===== config.mk =====
export PLATFORM = sky130hd
export DESIGN_NAME = mips_data_port_rmw
export DESIGN_NICKNAME = d
export VERILOG_FILES = /design/src/rtl/mips_mem_pkg.sv /design/src/rtl/mips_byte_merge.sv /design/src/rtl/mips_data_port_rmw.sv
export SDC_FILE = /design/constraint.sdc
export NUM_CORES = 1
export LEC_CHECK = 0
export CORE_MARGIN = 5
export CORE_UTILIZATION = 40
export DETAILED_ROUTE_END_ITERATION = 8
export MAX_ROUTING_LAYER = met4
export PLACE_DENSITY_LB_ADDON = 0.08
export SLEW_MARGIN = 5
export SYNTH_ARGS = -nofsm -noshare
export SYNTH_HDL_FRONTEND = slang
export SYNTH_SLANG_ARGS = --single-unit

===== constraint.sdc =====
create_clock -name clk -period 2.45 [get_ports clk]
set_input_delay 0.49 -clock clk [delete_from_list [all_inputs] [get_ports clk]]
set_output_delay 0.49 -clock clk [all_outputs]
set_load 0.005 [all_outputs]

===== src/rtl/mips_mem_pkg.sv =====
// ---------------------------------------------------------------------------
// mips_mem_pkg
// Shared definitions for the MIPS data-port read-modify-write adapter:
//   - state_e     : adapter FSM states
//   - BYTE_FULL   : byteenable pattern for a whole-word store
//   - BYTE_NONE   : byteenable pattern for a store that touches nothing
//   - merge_word  : per-byte merge of new store data into an old RAM word
// ---------------------------------------------------------------------------
package mips_mem_pkg;

   typedef enum logic [1:0] {
      IDLE      = 2'd0,
      READ_RESP = 2'd1,
      RMW_WRITE = 2'd2
   } state_e;

   localparam logic [3:0] BYTE_FULL = 4'hF;
   localparam logic [3:0] BYTE_NONE = 4'h0;

   // Byte i of the result comes from new_word when be[i] is set, else from old_word.
   function automatic logic [31:0] merge_word(input logic [31:0] old_word,
                                              input logic [31:0] new_word,
                                              input logic [3:0]  be);
      logic [31:0] merged;
      merged = 32'h0000_0000;
      for (int i = 0; i < 4; i++) begin
         merged[8*i +: 8] = be[i] ? new_word[8*i +: 8] : old_word[8*i +: 8];
      end
      return merged;
   endfunction

endpackage


===== src/rtl/mips_byte_merge.sv =====
// ---------------------------------------------------------------------------
// mips_byte_merge
// Combinational 4-lane byte mux producing the word written back during the
// second cycle of a read-modify-write.
// Ports:
//   old_word_i     : word read from RAM in the first RMW cycle
//   new_word_i     : CPU store data
//   byteenable_i   : lane select, bit i picks new_word_i byte i
//   merged_o       : merged word
// ---------------------------------------------------------------------------
module mips_byte_merge
   import mips_mem_pkg::*;
(
   input  logic [31:0] old_word_i,
   input  logic [31:0] new_word_i,
   input  logic [3:0]  byteenable_i,
   output logic [31:0] merged_o
);

   assign merged_o = merge_word(old_word_i, new_word_i, byteenable_i);

endmodule


===== src/rtl/mips_data_port_rmw.sv =====
// ---------------------------------------------------------------------------
// mips_data_port_rmw
// Adapter between the byte-enabled MIPS data port and a word-wide RAM with
// combinational read and single-cycle write. Loads are registered behind
// waitrequest, whole-word stores pass straight through, and partial stores
// become a two-cycle read-modify-write so the RAM needs no byte enables.
// Ports:
//   clk, reset_n         : clock, synchronous active-low reset
//   cpu_address          : byte address (bits [1:0] ignored)
//   cpu_read/cpu_write   : requests; write wins when both are high
//   cpu_byteenable       : store lane enables
//   cpu_writedata        : store data
//   cpu_waitrequest      : high while the request is not yet complete
//   cpu_readdata         : load data, valid when waitrequest drops on a read
//   ram_address          : word-aligned RAM address
//   ram_read/ram_write   : RAM strobes (write commits at posedge)
//   ram_writedata        : word to RAM
//   ram_readdata         : combinational RAM read data
//   rmw_count            : saturating count of completed read-modify-writes
// ---------------------------------------------------------------------------
module mips_data_port_rmw
   import mips_mem_pkg::*;
#(
   parameter int ADDR_W = 32,
   parameter int CNT_W  = 16
)(
   input  logic              clk,
   input  logic              reset_n,
   input  logic [ADDR_W-1:0] cpu_address,
   input  logic              cpu_read,
   input  logic              cpu_write,
   input  logic [3:0]        cpu_byteenable,
   input  logic [31:0]       cpu_writedata,
   output logic              cpu_waitrequest,
   output logic [31:0]       cpu_readdata,
   output logic [ADDR_W-1:0] ram_address,
   output logic              ram_read,
   output logic              ram_write,
   output logic [31:0]       ram_writedata,
   input  logic [31:0]       ram_readdata,
   output logic [CNT_W-1:0]  rmw_count
);

   localparam logic [ADDR_W-1:0] ADDR_MASK = {{(ADDR_W-2){1'b1}}, 2'b00};
   localparam logic [CNT_W-1:0]  CNT_MAX   = {CNT_W{1'b1}};
   localparam logic [CNT_W-1:0]  CNT_ONE   = {{(CNT_W-1){1'b0}}, 1'b1};

   state_e             state_q, state_d;
   logic [ADDR_W-1:0]  addr_q,  addr_d;
   logic [31:0]        wdata_q, wdata_d;
   logic [3:0]         be_q,    be_d;
   logic [31:0]        old_q,   old_d;
   logic [31:0]        rdata_q, rdata_d;
   logic [CNT_W-1:0]   cnt_q,   cnt_d;
   logic [31:0]        merged_s;

   mips_byte_merge u_merge (
      .old_word_i   (old_q),
      .new_word_i   (wdata_q),
      .byteenable_i (be_q),
      .merged_o     (merged_s)
   );

   assign cpu_readdata = rdata_q;
   assign rmw_count    = cnt_q;

   // Next-state, latch-enable and RAM/CPU handshake decode.
   always_comb begin
      state_d         = state_q;
      addr_d          = addr_q;
      wdata_d         = wdata_q;
      be_d            = be_q;
      old_d           = old_q;
      rdata_d         = rdata_q;
      cnt_d           = cnt_q;
      cpu_waitrequest = 1'b0;
      ram_read        = 1'b0;
      ram_write       = 1'b0;
      ram_address     = cpu_address & ADDR_MASK;
      ram_writedata   = cpu_writedata;
      if (!reset_n) begin
         // Suppress all RAM strobes while reset is held so an in-flight
         // RMW is abandoned without touching memory.
         cpu_waitrequest = 1'b1;
      end else begin
         case (state_q)
            IDLE: begin
               if (cpu_write) begin
                  if (cpu_byteenable == BYTE_FULL) begin
                     ram_write = 1'b1;
                  end else if (cpu_byteenable == BYTE_NONE) begin
                     ram_write = 1'b0;
                  end else begin
                     // First RMW cycle: capture the old word and the request.
                     ram_read        = 1'b1;
                     cpu_waitrequest = 1'b1;
                     addr_d          = cpu_address;
                     wdata_d         = cpu_writedata;
                     be_d            = cpu_byteenable;
                     old_d           = ram_readdata;
                     state_d         = RMW_WRITE;
                  end
               end else if (cpu_read) begin
                  ram_read        = 1'b1;
                  cpu_waitrequest = 1'b1;
                  rdata_d         = ram_readdata;
                  state_d         = READ_RESP;
               end else begin
                  state_d = IDLE;
               end
            end
            READ_RESP: begin
               state_d = IDLE;
            end
            RMW_WRITE: begin
               ram_address   = addr_q & ADDR_MASK;
               ram_writedata = merged_s;
               ram_write     = 1'b1;
               if (cnt_q != CNT_MAX) begin
                  cnt_d = cnt_q + CNT_ONE;
               end else begin
                  cnt_d = cnt_q;
               end
               state_d = IDLE;
            end
            default: begin
               state_d = IDLE;
            end
         endcase
      end
   end

   // State, request latches, load register and RMW counter.
   always_ff @(posedge clk) begin
      if (!reset_n) begin
         state_q <= IDLE;
         addr_q  <= {ADDR_W{1'b0}};
         wdata_q <= 32'h0000_0000;
         be_q    <= 4'h0;
         old_q   <= 32'h0000_0000;
         rdata_q <= 32'h0000_0000;
         cnt_q   <= {CNT_W{1'b0}};
      end else begin
         state_q <= state_d;
         addr_q  <= addr_d;
         wdata_q <= wdata_d;
         be_q    <= be_d;
         old_q   <= old_d;
         rdata_q <= rdata_d;
         cnt_q   <= cnt_d;
      end
   end

endmodule


==> results.py, run 1 <==
metrics = {
    "hold_path": {
        "worstHoldPathType": "flip-flop to flip-flop",
        "hold_end": "addr_q[15]",
        "hold_depth": 2,
        "hp-start": "addr_q[15]",
    },
    "placed_design": {
        "placed_cells": 1224,
        "dp_slack_ns": -0.369,
        "portBuffers": 214,
        "hpwl_mm": 13.1,
        "place_congestion": 0.808,
    },
    "power_and_ir_drop": {
        "p_leak_nw": 3.80,
        "peakVddDrop_v": 0.000468,
        "p_per_area_mw_per_mm2": 644,
    },
    "floorplan": {
        "core_area_sq_mm": 0.0160,
        "start_util": 0.410,
        "die_y_um": 138,
        "rows": 46,
        "die_x_um": 138,
        "io_pins": 219,
        "die_area_sq_mm": 0.0191,
    },
    "sta": {
        "finalCriticalPeriod_ns": 2.39,
        "final-hold-violation-count": 0,
        "finalCritPeriodShare": 0.975,
        "tightest_slew_ns": 0.826,
        "finalMaxSlewViolations": 0,
        "final.setup.worst_slack_ns": 0.0603,
        "fin_setup_tns_ns": 0,
        "max_slew_margin": 0.449,
        "fmax_mhz": 418,
        "finClkSkew_ns": 0.00755,
        "final-setup-viol-count": 0,
    },
    "finish": {
        "finalNonFillerCells": 1270,
        "drive_gt1_frac": 0.151,
        "final_cell_mix": "280 x nand2_1, 148 x dfxtp_1, 144 x clkdlybuf4s50_1",
        "nets": 1146,
        "final_util": 0.616,
        "diodes": 0,
        "area_growth_pct": 50.2,
        "layout_commonest_cell": "nand2_1",
    },
    "clock_network": {
        "clock_path_buffers": 2,
        "postCtsHoldBufs": 0,
        "cts_buffers": 17,
        "ctsHtreeMaxLevel": 4,
        "root_buffer": "clkbuf_16",
        "clk_pin_slew_ns": 0.06,
        "clkLatencyLatePin_ns": 0.42,
        "tritoncts": "yes",
        "cts_sinks": 148,
    },
    "yosys": {
        "synth_area_sq_mm": 0.00656,
        "synthAdderAreaFrac": 0.00191,
        "seq_area_frac_synth": 0.452,
        "muxShareOfSynthArea": 0.105,
        "yosysUniqueCellTypes": 35,
        "syn_avg_cell_area_sq_um": 7.95,
        "synth_top_family_by_area": "simple AND/OR/NAND/NOR gates",
        "yosysTopAreaCell": "dfxtp_1",
        "synth_xor_area_frac": 0,
        "ys_ff_latch": 148,
        "yosys.area_share.simple": 0.230,
        "synth.top_cell.area_share": 0.452,
        "yosys_warnings": 0,
        "synth_compound_area_frac": 0.160,
        "syn_inst": 825,
        "synth_area_leaders": "dfxtp_1 45%, nand2_1 16%, a21oi_1 9.4%",
    },
    "critical_path": {
        "worstSetupPathType": "flip-flop to primary output",
        "timing.rr.start": "state_q[0]",
        "worstSetupEndpointType": "primary output",
        "cp.required_ns": 1.96,
        "start_kind": "flip-flop",
        "rr_worst_depth": 9,
        "cp.arrival_ns": 1.90,
        "worstPathMaxFanout": 20,
        "r2r-end": "wdata_q[26]",
        "reg2reg_slack_ns": 0.63,
        "critPathLaunch": "state_q[0]",
    },
    "global_route": {
        "track_usage": 0.205,
        "overflow": 0,
        "antenna_found_initial": 0,
        "grt_pass1_vias": 5929,
        "grt_max_degree": 75,
        "grt_pass1_wl_mm": 31.4,
    },
    "route": {
        "routedWlPerCell_um": 15.8,
        "drc_errors": 0,
        "vias_per_cell": 4.98,
        "final_antenna_net_count": 0,
        "routed_wl_mm": 20.1,
        "vias": 6328,
        "dr.pass1.iters": 4,
        "first_iter_violations": 345,
    },
    "run": {
        "drv_cap": 0,
    },
    "outcome": {
        "outcome": "completed",
    },
}
registers in the layout (all words and copies together), names as in the netlist:
signal and cells:
old_q 32, state_q 2, wdata_q 32, addr_q 30, be_q 4, rmw_count 16
cpu_readdata 32
synth_stat cells (all sizes together):
cell,instances
or3,5
o311ai,1
o41ai,2
and4,2
nor2,3
mux2,30
o31ai,7
clkbuf,27
inv,6
nor4,7
nor3,4
and3,1
ha,1
o211ai,1
and2b,1
or2,1
nand3,6
nand3b,1
o21ai,35
mux2i,35
buf,36
conb,1
nand4,8
nand2,301
a21oi,143
nor4b,1
nand2b,3
dfxtp,148
or4,8
per-stage QoR:
| step | power (W) | hold WS [ns] | area (sq um) |
|---|---|---|---|
| after floorplan | 0.00312 | 0.434 | 6560 |
| after global placement | 0.00366 | 0.441 | 9010 |
| after detailed placement | 0.00367 | 0.444 | 9010 |
| after CTS | 0.00639 | 0.452 | 9720 |
| after global routing | 0.00663 | 0.468 | 9850 |
| final | 0.00635 | 0.448 | 9850 |
repair_timing:
action,CTS,global route
gates cloned,2,2
endpoints found under the setup margin,65,19
buffers inserted,6,4
resized for setup,76,31
pin swaps,2,1
report_power, final:
group,total (W),internal [W],switching (W)
Combinational,0.00101,0.000523,0.000486
Clock,0.00273,0.00174,0.000995
Sequential,0.00261,0.00254,0.0000637
logic make-up after synthesis:
logic type / Yosys count
other cells: 1
flops: 148
simple gates: 352
compound gates: 189
buf+inv: 69
fa+ha+maj: 1
mux: 65
final cells by class:
| type | instances | area, sq um |
|---|---|---|
| Clock buffer | 24 | 502 |
| Clock inverter | 8 | 121 |
| Fill cell | 1465 | 6150 |
| Inverter | 6 | 25.0 |
| Multi-Input combinational cell | 609 | 3320 |
| Sequential cell | 148 | 2960 |
| Tap cell | 216 | 270 |
| Timing Repair Buffer | 259 | 2650 |
layer usage:
metal  GRT usage  share of wire
met1       0.270           0.47
met4      0.0489          0.014
met2       0.313           0.46
met5           -              0
met3      0.0597          0.062
critical path, cell delays in order, from the launching register on:
cell and delay, ns:
dfxtp_1 0.30, and2b_4 0.28, nand2_8 0.10, buf_4 0.17
clkbuf_16 0.18, nand2_1 0.07, o21ai_0 0.09, dlygate4sd2_1 0.30
worst max path at each step:
stage / end / slack, ns / cells after the start
finish: ram_writedata[29] / 0.06 / 7
global route: ram_writedata[11] / -0.003 / 7
CTS: ram_writedata[12] / -0.06 / 5
detailed placement: ram_read / -0.37 / 5
global placement: ram_read / -0.38 / 5
floorplan: ram_address[15] / 0.52 / 5
No activity file was read; power rests on OpenSTA's default activity.
==> run 2, diff against run 1 <==
==> constraint.sdc (replaced) <==
create_clock -name clk -period 3.08 [get_ports clk]
set_input_delay 0.616 -clock clk [delete_from_list [all_inputs] [get_ports clk]]
set_output_delay 0.616 -clock clk [all_outputs]
set_load 0.005 [all_outputs]
==> run 2 against run 1 <==
Power decreased by 21%; routed wire length decreased by 5.5%; cell area decreased by 3.4%; largest cell class unchanged; highest routed layer unchanged; worst setup slack improved by 0.027 ns; clock skew decreased by 0.0025 ns.
==> results.py, run 2 (synthesis results as in run 1) <==
metrics = {
    "outcome": {
        "outcome": "completed",
    },
    "floorplan": {
        "io_pins": 219,
        "die_x_um": 138,
        "core_area_sq_mm": 0.0160,
        "start_util": 0.410,
        "die_y_um": 138,
        "rows": 46,
        "die_area_sq_mm": 0.0191,
    },
    "global_route": {
        "grt_max_degree": 126,
        "overflow": 0,
        "antenna_found_initial": 0,
        "grt_pass1_vias": 5953,
        "grt_pass1_wl_mm": 31.1,
        "track_usage": 0.201,
    },
    "route": {
        "wl_met2_mm": 8.69,
        "final_antenna_net_count": 0,
        "routedWlPerCell_um": 15.3,
        "wl_met3_mm": 1.02,
        "routed_wl_mm": 19.0,
        "vias": 6104,
        "wl_met1_mm": 9.05,
        "maxUsedRoutingLayer": "met4",
        "first_iter_violations": 242,
        "drc_errors": 0,
        "dr.pass1.iters": 5,
        "vias_per_cell": 4.91,
    },
    "sta": {
        "finClkSkew_ns": 0.00506,
        "finalCritPeriodShare": 0.972,
        "tightest_slew_ns": 0.738,
        "fin_setup_tns_ns": 0,
        "fmax_mhz": 334,
        "grt_setup_unrepaired": "false",
        "max_slew_margin": 0.503,
        "final.setup.worst_slack_ns": 0.0873,
        "final-hold-violation-count": 0,
        "finalMaxSlewViolations": 0,
        "final-setup-viol-count": 0,
        "finalCriticalPeriod_ns": 2.99,
    },
    "critical_path": {
        "cpLargestDelayFamily": "buffers and inverters",
        "cp_cell_sequence": "clkdlybuf4s50_1 -> nand2_8 -> buf_12 -> o21ai_0 -> clkdlybuf4s50_1",
        "crit_top_cell": "clkdlybuf4s50_1",
        "crit_buf_inv": 3,
        "worstSetupEndpointType": "primary output",
        "worstPathMaxFanout": 32,
        "start_kind": "primary input",
        "cp.arrival_ns": 2.38,
        "cpMaxStageDelayCell": "clkdlybuf4s50_1",
        "cp.required_ns": 2.46,
        "critPathMaxStageDelay_ns": 0.60,
        "worstSetupPathType": "primary input to primary output",
    },
    "power_and_ir_drop": {
        "finalPower_w": 0.00500,
        "p_leak_nw": 3.43,
        "p_per_area_mw_per_mm2": 525,
        "peakVddDrop_v": 0.000378,
    },
    "placed_design": {
        "dp_slack_ns": -0.0105,
        "placed_cells": 1210,
        "place_congestion": 0.774,
        "hpwl_mm": 12.9,
        "portBuffers": 214,
    },
    "clock_network": {
        "clk_pin_slew_ns": 0.06,
        "clock_path_buffers": 2,
        "clkLatencyLatePin_ns": 0.41,
        "cts_sinks": 148,
        "cts_setup_buffers": 0,
        "tritoncts": "yes",
        "cts_buffers": 17,
        "root_buffer": "clkbuf_16",
        "ctsHtreeMaxLevel": 4,
    },
    "finish": {
        "diodes": 0,
        "finalNonFillerCells": 1242,
        "final_cell_mix": "280 x nand2_1, 210 x clkdlybuf4s50_1, 148 x dfxtp_1",
        "area_growth_pct": 45.1,
        "fillerInstances": 1536,
        "nets": 1118,
        "drive_gt1_frac": 0.119,
        "layout_commonest_cell": "nand2_1",
    },
    "hold_path": {
        "worstHoldPathType": "flip-flop to flip-flop",
    },
    "run": {
        "drv_cap": 0,
    },
}
## run 2: changes by cell type in the layout (fill, tap and decap cells not counted), sizes merged
| cell | change |
|---|---|
| dlygate4sd2 | -43 |
| bufinv | +1 |
| buf | -25 |
| clkdlybuf4s50 | +66 |
| clkdlybuf4s15 | -16 |
| clkinvlp | +1 |
| bufbuf | -1 |
| clkbuf | -5 |
| dlymetal6s2s | -6 |
## run 2: metrics by stage
stage / hold slack (ns) / instance area [sq um] / util
after floorplan: 0.434 / 6560 / -
after global placement: 0.441 / 8890 / 0.556
after detailed placement: 0.446 / 8890 / 0.556
after CTS: 0.454 / 9500 / 0.594
after global routing: 0.468 / 9520 / 0.595
final: 0.452 / 9520 / 0.595
## run 2: path summary, 6_finish.rpt
path                            cells after the start  slack, ns          from                end
worst max-delay path                                5       0.09       reset_n  ram_writedata[18]
worst min-delay path                                2       0.45     old_q[19]          old_q[19]
worst max register to register                      5       1.22  rmw_count[1]      rmw_count[15]
worst min register to register                      2       0.45     old_q[19]          old_q[19]
## run 2: report_power, final
group	leakage (nW)	internal [W]	total [W]	switching (W)
Clock	0.294	0.00137	0.00215	0.000778
Combinational	1.93	0.000412	0.000765	0.000353
Sequential	1.21	0.00202	0.00209	0.0000652
Total	3.43	0.00381	0.00500	0.00120
## run 2: cell type report
class                   count  area (sq um)  area share
clock inverters            10           155      0.0163
flip-flops and latches    148          2960       0.311
clock buffers              22           454      0.0477
well taps                 216           270      0.0284
inverters                   6          25.0     0.00263
repair buffers            231          2350       0.247
multi-input cells         609          3300       0.347
## run 2: timing repair
| action | in CTS | in global routing |
|---|---|---|
| gates resized for setup | 2 | 4 |
| setup endpoints to repair | 2 | 19 |
| hold buffers | 0 | 0 |
| pin swaps | 0 | 0 |
## run 2: layer usage
layer  track usage  up-vias
met4        0.0499        0
met2         0.317      155
met5             -        -
met1         0.258     2785
li1              -     3151
met3        0.0548       13
## run 2: worst min-delay path: stages (launching register included)
cell and delay [ns]:
dfxtp_1 0.30, nand2_1 0.05, a21oi_1 0.05
